$ cat config.mk
export PLATFORM = sky130hd
export DESIGN_NAME = universal_shift_register
export DESIGN_NICKNAME = d
export VERILOG_FILES = /design/src/rtl/universal_shift_register.sv
export SDC_FILE = /design/constraint.sdc
export NUM_CORES = 1
export LEC_CHECK = 0
export ABC_CLOCK_PERIOD_IN_PS = 5400
export CORE_ASPECT_RATIO = 1.25
export CORE_MARGIN = 2
export CORE_UTILIZATION = 40
export CTS_BUF_LIST = sky130_fd_sc_hd__clkbuf_4 sky130_fd_sc_hd__clkbuf_8 sky130_fd_sc_hd__clkbuf_16
export CTS_CLUSTER_SIZE = 24
export DETAILED_ROUTE_END_ITERATION = 10
export PLACE_DENSITY = 0.74
export SLEW_MARGIN = 20
export SYNTH_ARGS = -nofsm -noshare
export SYNTH_HDL_FRONTEND = slang
export SYNTH_SLANG_ARGS = --single-unit
export TNS_END_PERCENT = 30
$ cat constraint.sdc
create_clock -name clk -period 5.4 [get_ports clk]
set_input_delay 1.62 -clock clk [delete_from_list [all_inputs] [get_ports clk]]
set_output_delay 1.62 -clock clk [all_outputs]
set_load 0.01 [all_outputs]
$ cat src/rtl/universal_shift_register.sv
// WIDTH-bit universal shift register with single-step operations and a
// start/busy/done sequencer that repeats one shift/rotate op a given number of times.
module universal_shift_register #(
    parameter int unsigned WIDTH = 8,
    parameter int unsigned AMT_W = 3
) (
    input  logic             clk,
    input  logic             rst,
    input  logic             en,
    input  logic [2:0]       mode,
    input  logic [WIDTH-1:0] d,
    input  logic             ser_in_l,
    input  logic             ser_in_r,
    input  logic             start,
    input  logic [AMT_W-1:0] amt,
    output logic [WIDTH-1:0] q,
    output logic [WIDTH-1:0] q_bar,
    output logic             ser_out_l,
    output logic             ser_out_r,
    output logic             busy,
    output logic             done
);

    typedef enum logic [1:0] {
        StIdle,
        StRun,
        StDone
    } state_e;

    localparam logic [2:0] ModeHold = 3'b000;
    localparam logic [2:0] ModeLoad = 3'b001;
    localparam logic [2:0] ModeShl  = 3'b010;
    localparam logic [2:0] ModeLsr  = 3'b011;
    localparam logic [2:0] ModeRol  = 3'b100;
    localparam logic [2:0] ModeRor  = 3'b101;
    localparam logic [2:0] ModeAsr  = 3'b110;
    localparam logic [2:0] ModeClr  = 3'b111;

    state_e           state_q, state_d;
    logic [WIDTH-1:0] q_q, q_d;
    logic [2:0]       op_q, op_d;
    logic [AMT_W-1:0] cnt_q, cnt_d;
    logic             multi_ok;

    // Result of one step of 'op' applied to 'cur'.
    function automatic logic [WIDTH-1:0] step_fn(
        input logic [2:0]       op,
        input logic [WIDTH-1:0] cur,
        input logic [WIDTH-1:0] load,
        input logic             sl,
        input logic             sr
    );
        logic [WIDTH-1:0] r;
        r = cur;
        case (op)
            ModeHold: r = cur;
            ModeLoad: r = load;
            ModeShl:  r = {cur[WIDTH-2:0], sl};
            ModeLsr:  r = {sr, cur[WIDTH-1:1]};
            ModeRol:  r = {cur[WIDTH-2:0], cur[WIDTH-1]};
            ModeRor:  r = {cur[0], cur[WIDTH-1:1]};
            ModeAsr:  r = {cur[WIDTH-1], cur[WIDTH-1:1]};
            ModeClr:  r = '0;
            default:  r = cur;
        endcase
        return r;
    endfunction

    // Only shifts and rotates may be repeated by the sequencer.
    assign multi_ok = (mode >= ModeShl) && (mode <= ModeAsr);

    always_comb begin
        state_d = state_q;
        q_d     = q_q;
        op_d    = op_q;
        cnt_d   = cnt_q;
        unique case (state_q)
            StRun: begin
                q_d   = step_fn(op_q, q_q, d, ser_in_l, ser_in_r);
                cnt_d = cnt_q - 1'b1;
                if (cnt_q == AMT_W'(1)) begin
                    state_d = StDone;
                end
            end
            default: begin
                // Idle and Done accept new work identically.
                state_d = StIdle;
                if (start && multi_ok) begin
                    op_d    = mode;
                    cnt_d   = amt;
                    state_d = (amt != '0) ? StRun : StDone;
                end else if (en) begin
                    q_d = step_fn(mode, q_q, d, ser_in_l, ser_in_r);
                end
            end
        endcase
    end

    always_ff @(posedge clk) begin
        if (rst) begin
            state_q <= StIdle;
            q_q     <= '0;
            op_q    <= ModeHold;
            cnt_q   <= '0;
        end else begin
            state_q <= state_d;
            q_q     <= q_d;
            op_q    <= op_d;
            cnt_q   <= cnt_d;
        end
    end

    assign q         = q_q;
    assign q_bar     = ~q_q;
    assign ser_out_l = q_q[WIDTH-1];
    assign ser_out_r = q_q[0];
    assign busy      = (state_q == StRun);
    assign done      = (state_q == StDone);

endmodule

# Word level (Yosys, flattened, before mapping)
# Cells that the tools add are included.
[word_totals]
ff_bits = 16
[classes]
addsub = 1
order_cmp = 2
eq_ne = 23
mux = 11
bitwise = 2
n_reduce_logical = 10
[op_table]
columns = ["op", "count"]
rows = [
  ["$pmux 8 s7", 2],
  ["$eq 3x3->1 const B", 8],
  ["$mux 8", 3],
  ["$eq 3x2->1 const B", 4],
  ["$ne 2x2->1 const B", 5],
  ["$eq 3x1->1 const B", 3],
  ["$mux 2", 4],
  ["$not 8->8", 1],
  ["$logic_not 3->1", 2],
  ["$mux 3", 2],
  ["$reduce_and 6->1", 1],
  ["$reduce_and 4->1", 1],
  ["$reduce_bool 2->1", 2],
  ["$ge 3x2->1 const B", 1],
  ["$le 3x3->1 const B", 1],
  ["$reduce_bool 3->1", 1],
  ["$sub 3x1->3 const B", 1],
  ["$eq 2x1->1 const B", 1],
  ["$eq 2x2->1 const B", 1],
  ["$logic_and 1x1->1", 2],
  ["$ne 2x1->1 const B", 1],
  ["$reduce_and 2->1", 1],
  ["$not 1->1", 1],
]

# Logic depth before layout (Yosys ltp)
# Gate-level depths: netlist of the first run.
[logic_depth]
word_depth = 5
depth_mapped = 8
ltp_nobuf = 6

# Least setup slack after synthesis of the first run
# Ideal clock, no wire load.
[synth_timing]
path_type = "input -> register"
from = "in mode[2]"
to = "reg q_q[6], in the netlist q[6]"
setup_time_ns = 0.071
arrival_time_ns = 3.084
required_time_ns = 5.329
slack_ns = 2.245
path_stages = 7
path_buffers = 2
cell_sequence = "buf_4 > nand3_2 > and3b_1 > buf_2 > o32a_1 > or4_1 > a21oi_1"
[synth_between]
elab_chain_cells = 5
word_cells_on_any_way = 19
classes_between = "order compare: 2; eq/ne: 9; mux: 4; reduce/logical: 4"
[synth_rtl]
columns = ["item", "line", "rtl"]
rows = [
  ["from (decl)", "10", "input logic [2:0] mode,"],
  ["$ge 3x2->1, or another cell as far along", "70", "assign multi_ok = (mode >= ModeShl) && (mode <= ModeAsr);"],
  ["$logic_and 1x1->1 or $pmux 8 s7 (tied branches)", "70, 55", ""],
  ["$logic_and 1x1->1 or $mux 8 (tied branches)", "88, 92", ""],
  ["$ne 2x2->1 (no line) or $mux 8 (tied branches)", "n/a", ""],
  ["$reduce_and 4->1 (no line) or $mux 8 (tied branches)", "n/a", ""],
  ["to (signal assigned)", "107", "q_q <= q_d;"],
  ["to (decl)", "40", "logic [WIDTH-1:0] q_q, q_d;"],
]
# Several ways; a longest one is shown, not always the timed one. The select of a mux whose other input is x is not followed.
# A chain may end at the register's enable or synchronous reset.

# Worst setup path after layout of the first run
[layout_timing]
from = "in mode[0]"
to = "reg q_q[6], in the netlist q[6]"
# The elaborated chain is that of the path after synthesis.

==> metrics.txt, run 1 <==
# TYPE chip_impl_metric gauge
chip_impl_metric{name="numClockSinks",unit=""} 16
chip_impl_metric{name="grt.total_usage",unit="%"} 21.8
chip_impl_metric{name="holdBufCountCts",unit=""} 0
chip_impl_metric{name="cts_resized",unit=""} 0
chip_impl_metric{name="peak_ir_drop_on_the_vdd_network",unit="V"} 0.000126
chip_impl_metric{name="minimum_clock_period_after_layout",unit="ps"} 4020
chip_impl_metric{name="critical_path_required",unit="ps"} 5570
chip_impl_info{name="path_class",value="input port to register"} 1
chip_impl_info{name="library_cell_occupying_the_most_area_in_the_post_synthesis_netlist",value="sky130_fd_sc_hd__dfxtp_1"} 1
chip_impl_metric{name="drt_pre_antenna_iters",unit=""} 4
chip_impl_metric{name="adder_and_majority_gate_portion_of_the_synthesized_area",unit="%"} 1.92
chip_impl_metric{name="cts_htree_levels",unit=""} 1
chip_impl_metric{name="boundaryPins",unit=""} 40
chip_impl_metric{name="syn_area_per_cell",unit="µm²"} 7.37
chip_impl_metric{name="r2r_slack",unit="ps"} 3200
chip_impl_metric{name="first_pass_grt_wire_length",unit="µm"} 6070
chip_impl_metric{name="cells_after_dpl",unit=""} 233
chip_impl_metric{name="post-route-drc-count",unit=""} 0
chip_impl_metric{name="final_antenna_net_count",unit=""} 0
chip_impl_info{name="grt_setup_unrepaired",value="no"} 1
chip_impl_info{name="cts_root_buf",value="sky130_fd_sc_hd__clkbuf_8"} 1
chip_impl_metric{name="drive_gt1_share",unit="%"} 2.50
chip_impl_metric{name="gp_routability_congestion",unit=""} 0.844
chip_impl_metric{name="die_span_in_y",unit="µm"} 67.9
chip_impl_metric{name="setup_viol",unit=""} 0
chip_impl_metric{name="ys_seq_area_share",unit="%"} 24.5
chip_impl_metric{name="hold_depth",unit=""} 1
chip_impl_info{name="yosys-top-cells-area",value="sky130_fd_sc_hd__dfxtp_1 25%, sky130_fd_sc_hd__mux2i_1 9.2%, sky130_fd_sc_hd__a21oi_1 5.0%"} 1
chip_impl_metric{name="avgRoutedWirePerCell",unit="µm"} 16.0
chip_impl_metric{name="post_synth_instance_area",unit="µm²"} 1310
chip_impl_metric{name="placed_area",unit="µm²"} 1650
chip_impl_metric{name="ys_types",unit=""} 42
chip_impl_metric{name="number_of_synthesized_flops_with_an_enable_pin",unit=""} 0
chip_impl_metric{name="design.core.area",unit="µm²"} 3170
chip_impl_metric{name="synth_top_cell_area_share",unit="%"} 24.5
chip_impl_metric{name="buffer_ports.inserted",unit=""} 39
chip_impl_metric{name="final_non_filler_cell_total",unit=""} 237
chip_impl_metric{name="cellLeakagePower",unit="µW"} 0.000595
chip_impl_metric{name="max_clock_freq",unit="MHz"} 249
chip_impl_metric{name="synth_simple_gate_area_share",unit="%"} 21.3
chip_impl_info{name="crit_slowest_cell",value="sky130_fd_sc_hd__clkdlybuf4s50_1"} 1
chip_impl_metric{name="tritoncts_buffer_count",unit=""} 3
chip_impl_metric{name="syn_to_final_growth",unit="%"} 30.7
chip_impl_metric{name="path_clk_slew",unit="ps"} 60
chip_impl_info{name="min-delay-path-class",value="register to register"} 1
chip_impl_info{name="ys.flop_type",value="sky130_fd_sc_hd__dfxtp_1"} 1
chip_impl_metric{name="fill_cells",unit=""} 315
chip_impl_metric{name="vias",unit=""} 1452
chip_impl_metric{name="route.final.wire_length",unit="µm"} 3800
chip_impl_metric{name="nets",unit=""} 223
chip_impl_metric{name="clock-skew-final",unit="ps"} 1.35
chip_impl_metric{name="synth_mux_area_share",unit="%"} 9.20
chip_impl_metric{name="final_layout_worst_hold_slack",unit="ps"} 530
chip_impl_metric{name="report.final.slew_viol_count",unit=""} 0
chip_impl_metric{name="slew_headroom",unit="%"} 46.2
chip_impl_metric{name="die_area",unit="µm²"} 3740
chip_impl_metric{name="report.power.total",unit="µW"} 390
chip_impl_metric{name="insertedDiodeCount",unit=""} 0
chip_impl_metric{name="syn_inst",unit=""} 177
chip_impl_info{name="whs_endpoint",value="cnt_q[0]"} 1
chip_impl_info{name="synth_top_family_by_area",value="compound AO/OA/AOI/OAI gates"} 1
chip_impl_metric{name="postcts_setup_bufs",unit=""} 0
chip_impl_metric{name="first_global_vias",unit=""} 1376
chip_impl_metric{name="drt_first_iter_violations",unit=""} 74
chip_impl_metric{name="fin_crit_sh",unit="%"} 74.4
chip_impl_metric{name="number_of_buffers_on_the_longest_clock_path",unit=""} 2
chip_impl_metric{name="worst_slew_pin_slew",unit="ps"} 785
chip_impl_metric{name="cellPowerDensity",unit="nW/µm²"} 228
chip_impl_metric{name="critPathMaxStageDelay",unit="ps"} 940
chip_impl_metric{name="row_count",unit=""} 23
chip_impl_metric{name="syn-num-nets",unit=""} 199
chip_impl_metric{name="routed_via_density",unit=""} 6.13
chip_impl_metric{name="synth-xor-area-share",unit="%"} 1.34
chip_impl_info{name="mostFrequentLayoutCells",value="39 x sky130_fd_sc_hd__clkdlybuf4s50_1, 16 x sky130_fd_sc_hd__dfxtp_1, 14 x sky130_fd_sc_hd__nand2_1"} 1
chip_impl_metric{name="grt_overflow_total",unit=""} 0
chip_impl_info{name="most_frequent_standard_cell_in_the_layout_excluding_fill_and_tap_cells",value="sky130_fd_sc_hd__clkdlybuf4s50_1"} 1
chip_impl_info{name="timing.hold.worst.start",value="cnt_q[0]"} 1
chip_impl_metric{name="antenna_found_initial",unit=""} 0
chip_impl_metric{name="setup_tns",unit="ps"} 0
chip_impl_info{name="crit_path_end_kind",value="register"} 1
chip_impl_info{name="cts_tree",value="done"} 1
chip_impl_metric{name="path_max_fanout",unit=""} 21
chip_impl_metric{name="synth.yosys.warnings",unit=""} 0
chip_impl_info{name="outcome",value="complete, no violations"} 1
chip_impl_info{name="cell_by_cell_listing_of_the_critical_path",value="clkdlybuf4s50_1, nand3_2, and3b_1, o32a_1, or4_1, a21oi_1"} 1
chip_impl_info{name="rr_endpoint",value="q[6]"} 1
chip_impl_metric{name="finish.instance_area",unit="µm²"} 1710
chip_impl_metric{name="dpl.hpwl",unit="µm"} 2700
chip_impl_metric{name="insertion_delay_to_the_later_sink_of_the_worst_skew_pair",unit="ps"} 250
chip_impl_metric{name="maxCapViolCount",unit=""} 0
chip_impl_metric{name="ys_async_sr_fraction",unit="%"} 0
chip_impl_metric{name="worst_ep_arrival_time",unit="ps"} 4190
chip_impl_metric{name="ys_ff_latch",unit=""} 16
chip_impl_info{name="r2r-start",value="state_q[1]"} 1
chip_impl_info{name="timing.critical_path.from_type",value="input port"} 1
chip_impl_metric{name="compound_gate_fraction_of_synth_area",unit="%"} 31.3
chip_impl_metric{name="final-hold-violation-count",unit=""} 0
chip_impl_metric{name="start_util",unit="%"} 41.2
chip_impl_metric{name="chipWidth",unit="µm"} 55.1
chip_impl_metric{name="grt_start_max_net_pins",unit=""} 22
chip_impl_metric{name="cell_depth_of_the_worst_flop_to_flop_path",unit=""} 6
## synth_stat cells, types with 2 or more instances
library cell	n
sky130_fd_sc_hd__buf_1	3
sky130_fd_sc_hd__nand2_1	14
sky130_fd_sc_hd__nor3_1	8
sky130_fd_sc_hd__or3_1	6
sky130_fd_sc_hd__and3b_1	2
sky130_fd_sc_hd__o21ai_0	9
sky130_fd_sc_hd__or4_1	2
sky130_fd_sc_hd__inv_1	12
sky130_fd_sc_hd__mux2i_1	12
sky130_fd_sc_hd__nand2b_1	3
sky130_fd_sc_hd__o2bb2ai_1	5
sky130_fd_sc_hd__a221oi_1	4
sky130_fd_sc_hd__buf_4	3
sky130_fd_sc_hd__buf_2	4
sky130_fd_sc_hd__nand3b_1	2
sky130_fd_sc_hd__a21o_1	2
sky130_fd_sc_hd__o31ai_1	2
sky130_fd_sc_hd__xnor2_1	2
sky130_fd_sc_hd__a21oi_1	13
sky130_fd_sc_hd__o32ai_1	2
sky130_fd_sc_hd__ha_1	2
sky130_fd_sc_hd__o22ai_1	5
sky130_fd_sc_hd__clkbuf_1	10
sky130_fd_sc_hd__dfxtp_1	16
sky130_fd_sc_hd__a211oi_1	6
sky130_fd_sc_hd__nor2_1	12
## layout make-up
class                           count  area, µm²  area share, %
Inverter                           12       45.0           2.64
Timing Repair Buffer               39        390           22.9
Clock buffer                        4       55.1           3.23
Multi-Input combinational cell    129        848           49.7
Sequential cell                    16        320           18.8
Tap cell                           37       46.3           2.71
## worst max-delay path: cells and delay by family
family                 cells  cell delay [ps]
AO/OA/AOI/OAI              2              660
buffers and inverters      1              940
AND/OR/NAND/NOR            3              960
## cells by family (layout without fill, tap and decap cells)
kind of cell	after synthesis	count (layout)
adder cells (fa/ha/maj)	2	2
AND/OR/NAND/NOR	54	54
flip-flops	16	16
AO/OA/AOI/OAI	59	59
buffers and inverters	32	55
XOR/XNOR	2	2
multiplexers	12	12
## layer usage
metal  part of all wire, %  GRT usage, %  routed length, µm  vias up
li1                      -             -                  -      691
met1                    41          26.7               1570      699
met2                    50          36.6               1910       54
met3                   6.8          3.49                259        8
met4                   1.7          9.76                 65        0
met5                     0             0                  0        -
## worst max-delay path by stage
stage,from,endpoint,cells after the start
finish,mode[0],q[6],6
global route,mode[0],q[6],6
CTS,mode[0],q[6],6
detailed placement,mode[0],q[6],6
global placement,mode[0],q[6],6
floorplan,mode[2],q[6],7
## report_power, final
group,switching (µW),leakage (µW),internal (µW)
Combinational,66.1,0.000435,68.7
Sequential,18.9,0.000131,129
Clock,42.3,0.0000288,64.7
## sequential cells by signal (all words and copies together), names as in the netlist
| register | flops |
|---|---|
| cnt_q | 3 |
| q | 8 |
| state_q | 2 |
| op_q | 3 |
## through the flow
step	setup WS, ps	util, %
2_1_floorplan	2250	-
3_3_place_gp	1210	52.1
3_5_place_dp	1160	52.1
4_1_cts	1420	53.9
5_1_grt	1260	53.9
6_report	1380	53.9
Power figures use the tool's default switching activity.
==> run 2: changes to the inputs <==
--- a/config.mk
+++ b/config.mk
@@ -5,14 +5,14 @@
 export SDC_FILE = /design/constraint.sdc
 export NUM_CORES = 1
 export LEC_CHECK = 0
-export ABC_CLOCK_PERIOD_IN_PS = 5400
+export ABC_CLOCK_PERIOD_IN_PS = 3400
 export CORE_ASPECT_RATIO = 1.25
 export CORE_MARGIN = 2
 export CORE_UTILIZATION = 40
 export CTS_BUF_LIST = sky130_fd_sc_hd__clkbuf_4 sky130_fd_sc_hd__clkbuf_8 sky130_fd_sc_hd__clkbuf_16
 export CTS_CLUSTER_SIZE = 24
 export DETAILED_ROUTE_END_ITERATION = 10
-export PLACE_DENSITY = 0.74
+export PLACE_DENSITY = 0.77
 export SLEW_MARGIN = 20
 export SYNTH_ARGS = -nofsm -noshare
 export SYNTH_HDL_FRONTEND = slang
==> constraint.sdc (replaced) <==
create_clock -name clk -period 3.4 [get_ports clk]
set_input_delay 1.02 -clock clk [delete_from_list [all_inputs] [get_ports clk]]
set_output_delay 1.02 -clock clk [all_outputs]
set_load 0.01 [all_outputs]
==> run 2 against run 1 <==
Core utilization increased by 2.2 points; largest cell class unchanged; clock skew up 3.1 ps; count of clock-buffer cells in the layout down 1; hold slack worse by 19 ps; register-to-register slack worse by 1900 ps; non-clock buffer count increased by 11; sequential cell count stayed put; global-route usage is 0.19 points higher; highest routed layer unchanged; cell area is 4.0% higher; power grew 56%; critical endpoint unchanged.
==> metrics.txt, run 2 (synthesized netlist as in run 1, its figures left out) <==
# TYPE chip_impl_metric gauge
chip_impl_metric{name="worst_ep_arrival_time",unit="ps"} 3080
chip_impl_metric{name="fin_ws",unit="ps"} 502
chip_impl_metric{name="postcts_setup_bufs",unit=""} 0
chip_impl_metric{name="final_antenna_net_count",unit=""} 0
chip_impl_metric{name="cellLeakagePower",unit="µW"} 0.000641
chip_impl_metric{name="fin_crit_sh",unit="%"} 85.2
chip_impl_info{name="most_frequent_standard_cell_in_the_layout_excluding_fill_and_tap_cells",value="sky130_fd_sc_hd__clkdlybuf4s50_1"} 1
chip_impl_metric{name="syn_to_final_growth",unit="%"} 36.0
chip_impl_metric{name="place_worst_setup_slack",unit="ps"} 266
chip_impl_metric{name="setup_tns",unit="ps"} 0
chip_impl_metric{name="insertedDiodeCount",unit=""} 0
chip_impl_metric{name="insertion_delay_to_the_later_sink_of_the_worst_skew_pair",unit="ps"} 250
chip_impl_metric{name="post-route-drc-count",unit=""} 0
chip_impl_metric{name="minimum_clock_period_after_layout",unit="ps"} 2900
chip_impl_metric{name="maxCapViolCount",unit=""} 0
chip_impl_metric{name="antenna_found_initial",unit=""} 0
chip_impl_metric{name="holdBufCountCts",unit=""} 0
chip_impl_metric{name="dpl.hpwl",unit="µm"} 2740
chip_impl_metric{name="route.final.wire_length",unit="µm"} 3850
chip_impl_metric{name="start_util",unit="%"} 41.2
chip_impl_metric{name="setup_viol",unit=""} 0
chip_impl_metric{name="cts_resized",unit=""} 0
chip_impl_metric{name="avgRoutedWirePerCell",unit="µm"} 15.6
chip_impl_metric{name="vias",unit=""} 1433
chip_impl_metric{name="grt.total_usage",unit="%"} 22.0
chip_impl_metric{name="first_global_vias",unit=""} 1381
chip_impl_metric{name="grt_overflow_total",unit=""} 0
chip_impl_metric{name="row_count",unit=""} 23
chip_impl_metric{name="drt_first_iter_violations",unit=""} 37
chip_impl_metric{name="number_of_buffers_on_the_longest_clock_path",unit=""} 2
chip_impl_metric{name="drive_gt1_share",unit="%"} 7.14
chip_impl_metric{name="path_clk_slew",unit="ps"} 70
chip_impl_metric{name="report.final.slew_viol_count",unit=""} 0
chip_impl_metric{name="slew_headroom",unit="%"} 53.4
chip_impl_metric{name="die_area",unit="µm²"} 3740
chip_impl_metric{name="report.power.total",unit="µW"} 606
chip_impl_info{name="min-delay-path-class",value="register to register"} 1
chip_impl_metric{name="r2r_slack",unit="ps"} 1330
chip_impl_metric{name="cellPowerDensity",unit="nW/µm²"} 342
chip_impl_metric{name="design.core.area",unit="µm²"} 3170
chip_impl_info{name="crit_path_end_kind",value="register"} 1
chip_impl_metric{name="max_clock_freq",unit="MHz"} 345
chip_impl_info{name="mostFrequentLayoutCells",value="39 x sky130_fd_sc_hd__clkdlybuf4s50_1, 16 x sky130_fd_sc_hd__dfxtp_1, 14 x sky130_fd_sc_hd__nand2_1"} 1
chip_impl_metric{name="final-hold-violation-count",unit=""} 0
chip_impl_metric{name="peak_ir_drop_on_the_vdd_network",unit="V"} 0.000185
chip_impl_metric{name="worst_slew_pin_slew",unit="ps"} 698
chip_impl_info{name="timing.critical_path.from_type",value="input port"} 1
chip_impl_metric{name="drt_pre_antenna_iters",unit=""} 4
chip_impl_metric{name="die_span_in_y",unit="µm"} 67.9
chip_impl_metric{name="path_max_fanout",unit=""} 12
chip_impl_metric{name="nets",unit=""} 234
chip_impl_info{name="cts_tree",value="done"} 1
chip_impl_metric{name="critical_path_required",unit="ps"} 3580
chip_impl_metric{name="boundaryPins",unit=""} 40
chip_impl_metric{name="clock-skew-final",unit="ps"} 4.46
chip_impl_metric{name="tritoncts_buffer_count",unit=""} 3
chip_impl_info{name="path_class",value="input port to register"} 1
chip_impl_metric{name="gp_routability_congestion",unit=""} 0.851
chip_impl_metric{name="first_pass_grt_wire_length",unit="µm"} 6120
chip_impl_info{name="grt_setup_unrepaired",value="no"} 1
chip_impl_metric{name="grt_start_max_net_pins",unit=""} 21
chip_impl_metric{name="chipWidth",unit="µm"} 55.1
chip_impl_metric{name="numClockSinks",unit=""} 16
chip_impl_metric{name="largest_register_ff_count",unit=""} 8
chip_impl_info{name="cts_root_buf",value="sky130_fd_sc_hd__clkbuf_8"} 1
chip_impl_metric{name="routed_via_density",unit=""} 5.80
chip_impl_metric{name="cts_htree_levels",unit=""} 1
chip_impl_info{name="outcome",value="complete, no violations"} 1
chip_impl_metric{name="buffer_ports.inserted",unit=""} 39
[run 2: metrics by stage]
step / cell area, µm² / hold WS [ps] / utilization [%] / cells
3_5_place_dp: 1730 / 509 / 54.7 / 244
4_1_cts: 1770 / 518 / 56.0 / 247
2_1_floorplan: 1310 / 471 / - / 177
3_3_place_gp: 1730 / 497 / 54.7 / 244
5_1_grt: 1770 / 544 / 56.0 / 247
6_report: 1770 / 511 / 56.0 / 247
[run 2: cell type report]
type | count | area [µm²]
clock buffer | 3 | 41.3
fill | 306 | 1390
inverter | 12 | 45.0
multi-input combinational | 129 | 848
sequential | 16 | 320
tap | 37 | 46.3
timing repair buffer | 50 | 473
[run 2: final timing paths]
check	startpoint	to	cells past startpoint
min reg2reg	cnt_q[0]	cnt_q[0]	1
max	mode[2]	q[6]	6
max reg2reg	op_q[0]	q[6]	4
min	cnt_q[0]	cnt_q[0]	1
[run 2: power by group]
group / internal [µW] / switching, µW / total (µW)
sequential: 204 / 29.5 / 234
combinational: 122 / 106 / 228
clock: 78.5 / 65.9 / 144
[run 2: routing by layer]
layer / track usage [%] / vias to the layer above / part of all wire, %
li1: - / 719 / -
met1: 27.7 / 678 / 45
met2: 38.4 / 34 / 50
met3: 2.18 / 2 / 4.1
met4: 7.01 / 0 / 0.57
met5: 0 / - / 0
[run 2: critical path: stages]
cell and delay, ps:
sky130_fd_sc_hd__clkdlybuf4s50_1 470, sky130_fd_sc_hd__nor2_1 160, sky130_fd_sc_hd__and3b_1 210, sky130_fd_sc_hd__o32a_1 490, sky130_fd_sc_hd__or4_1 570, sky130_fd_sc_hd__a21oi_1 160
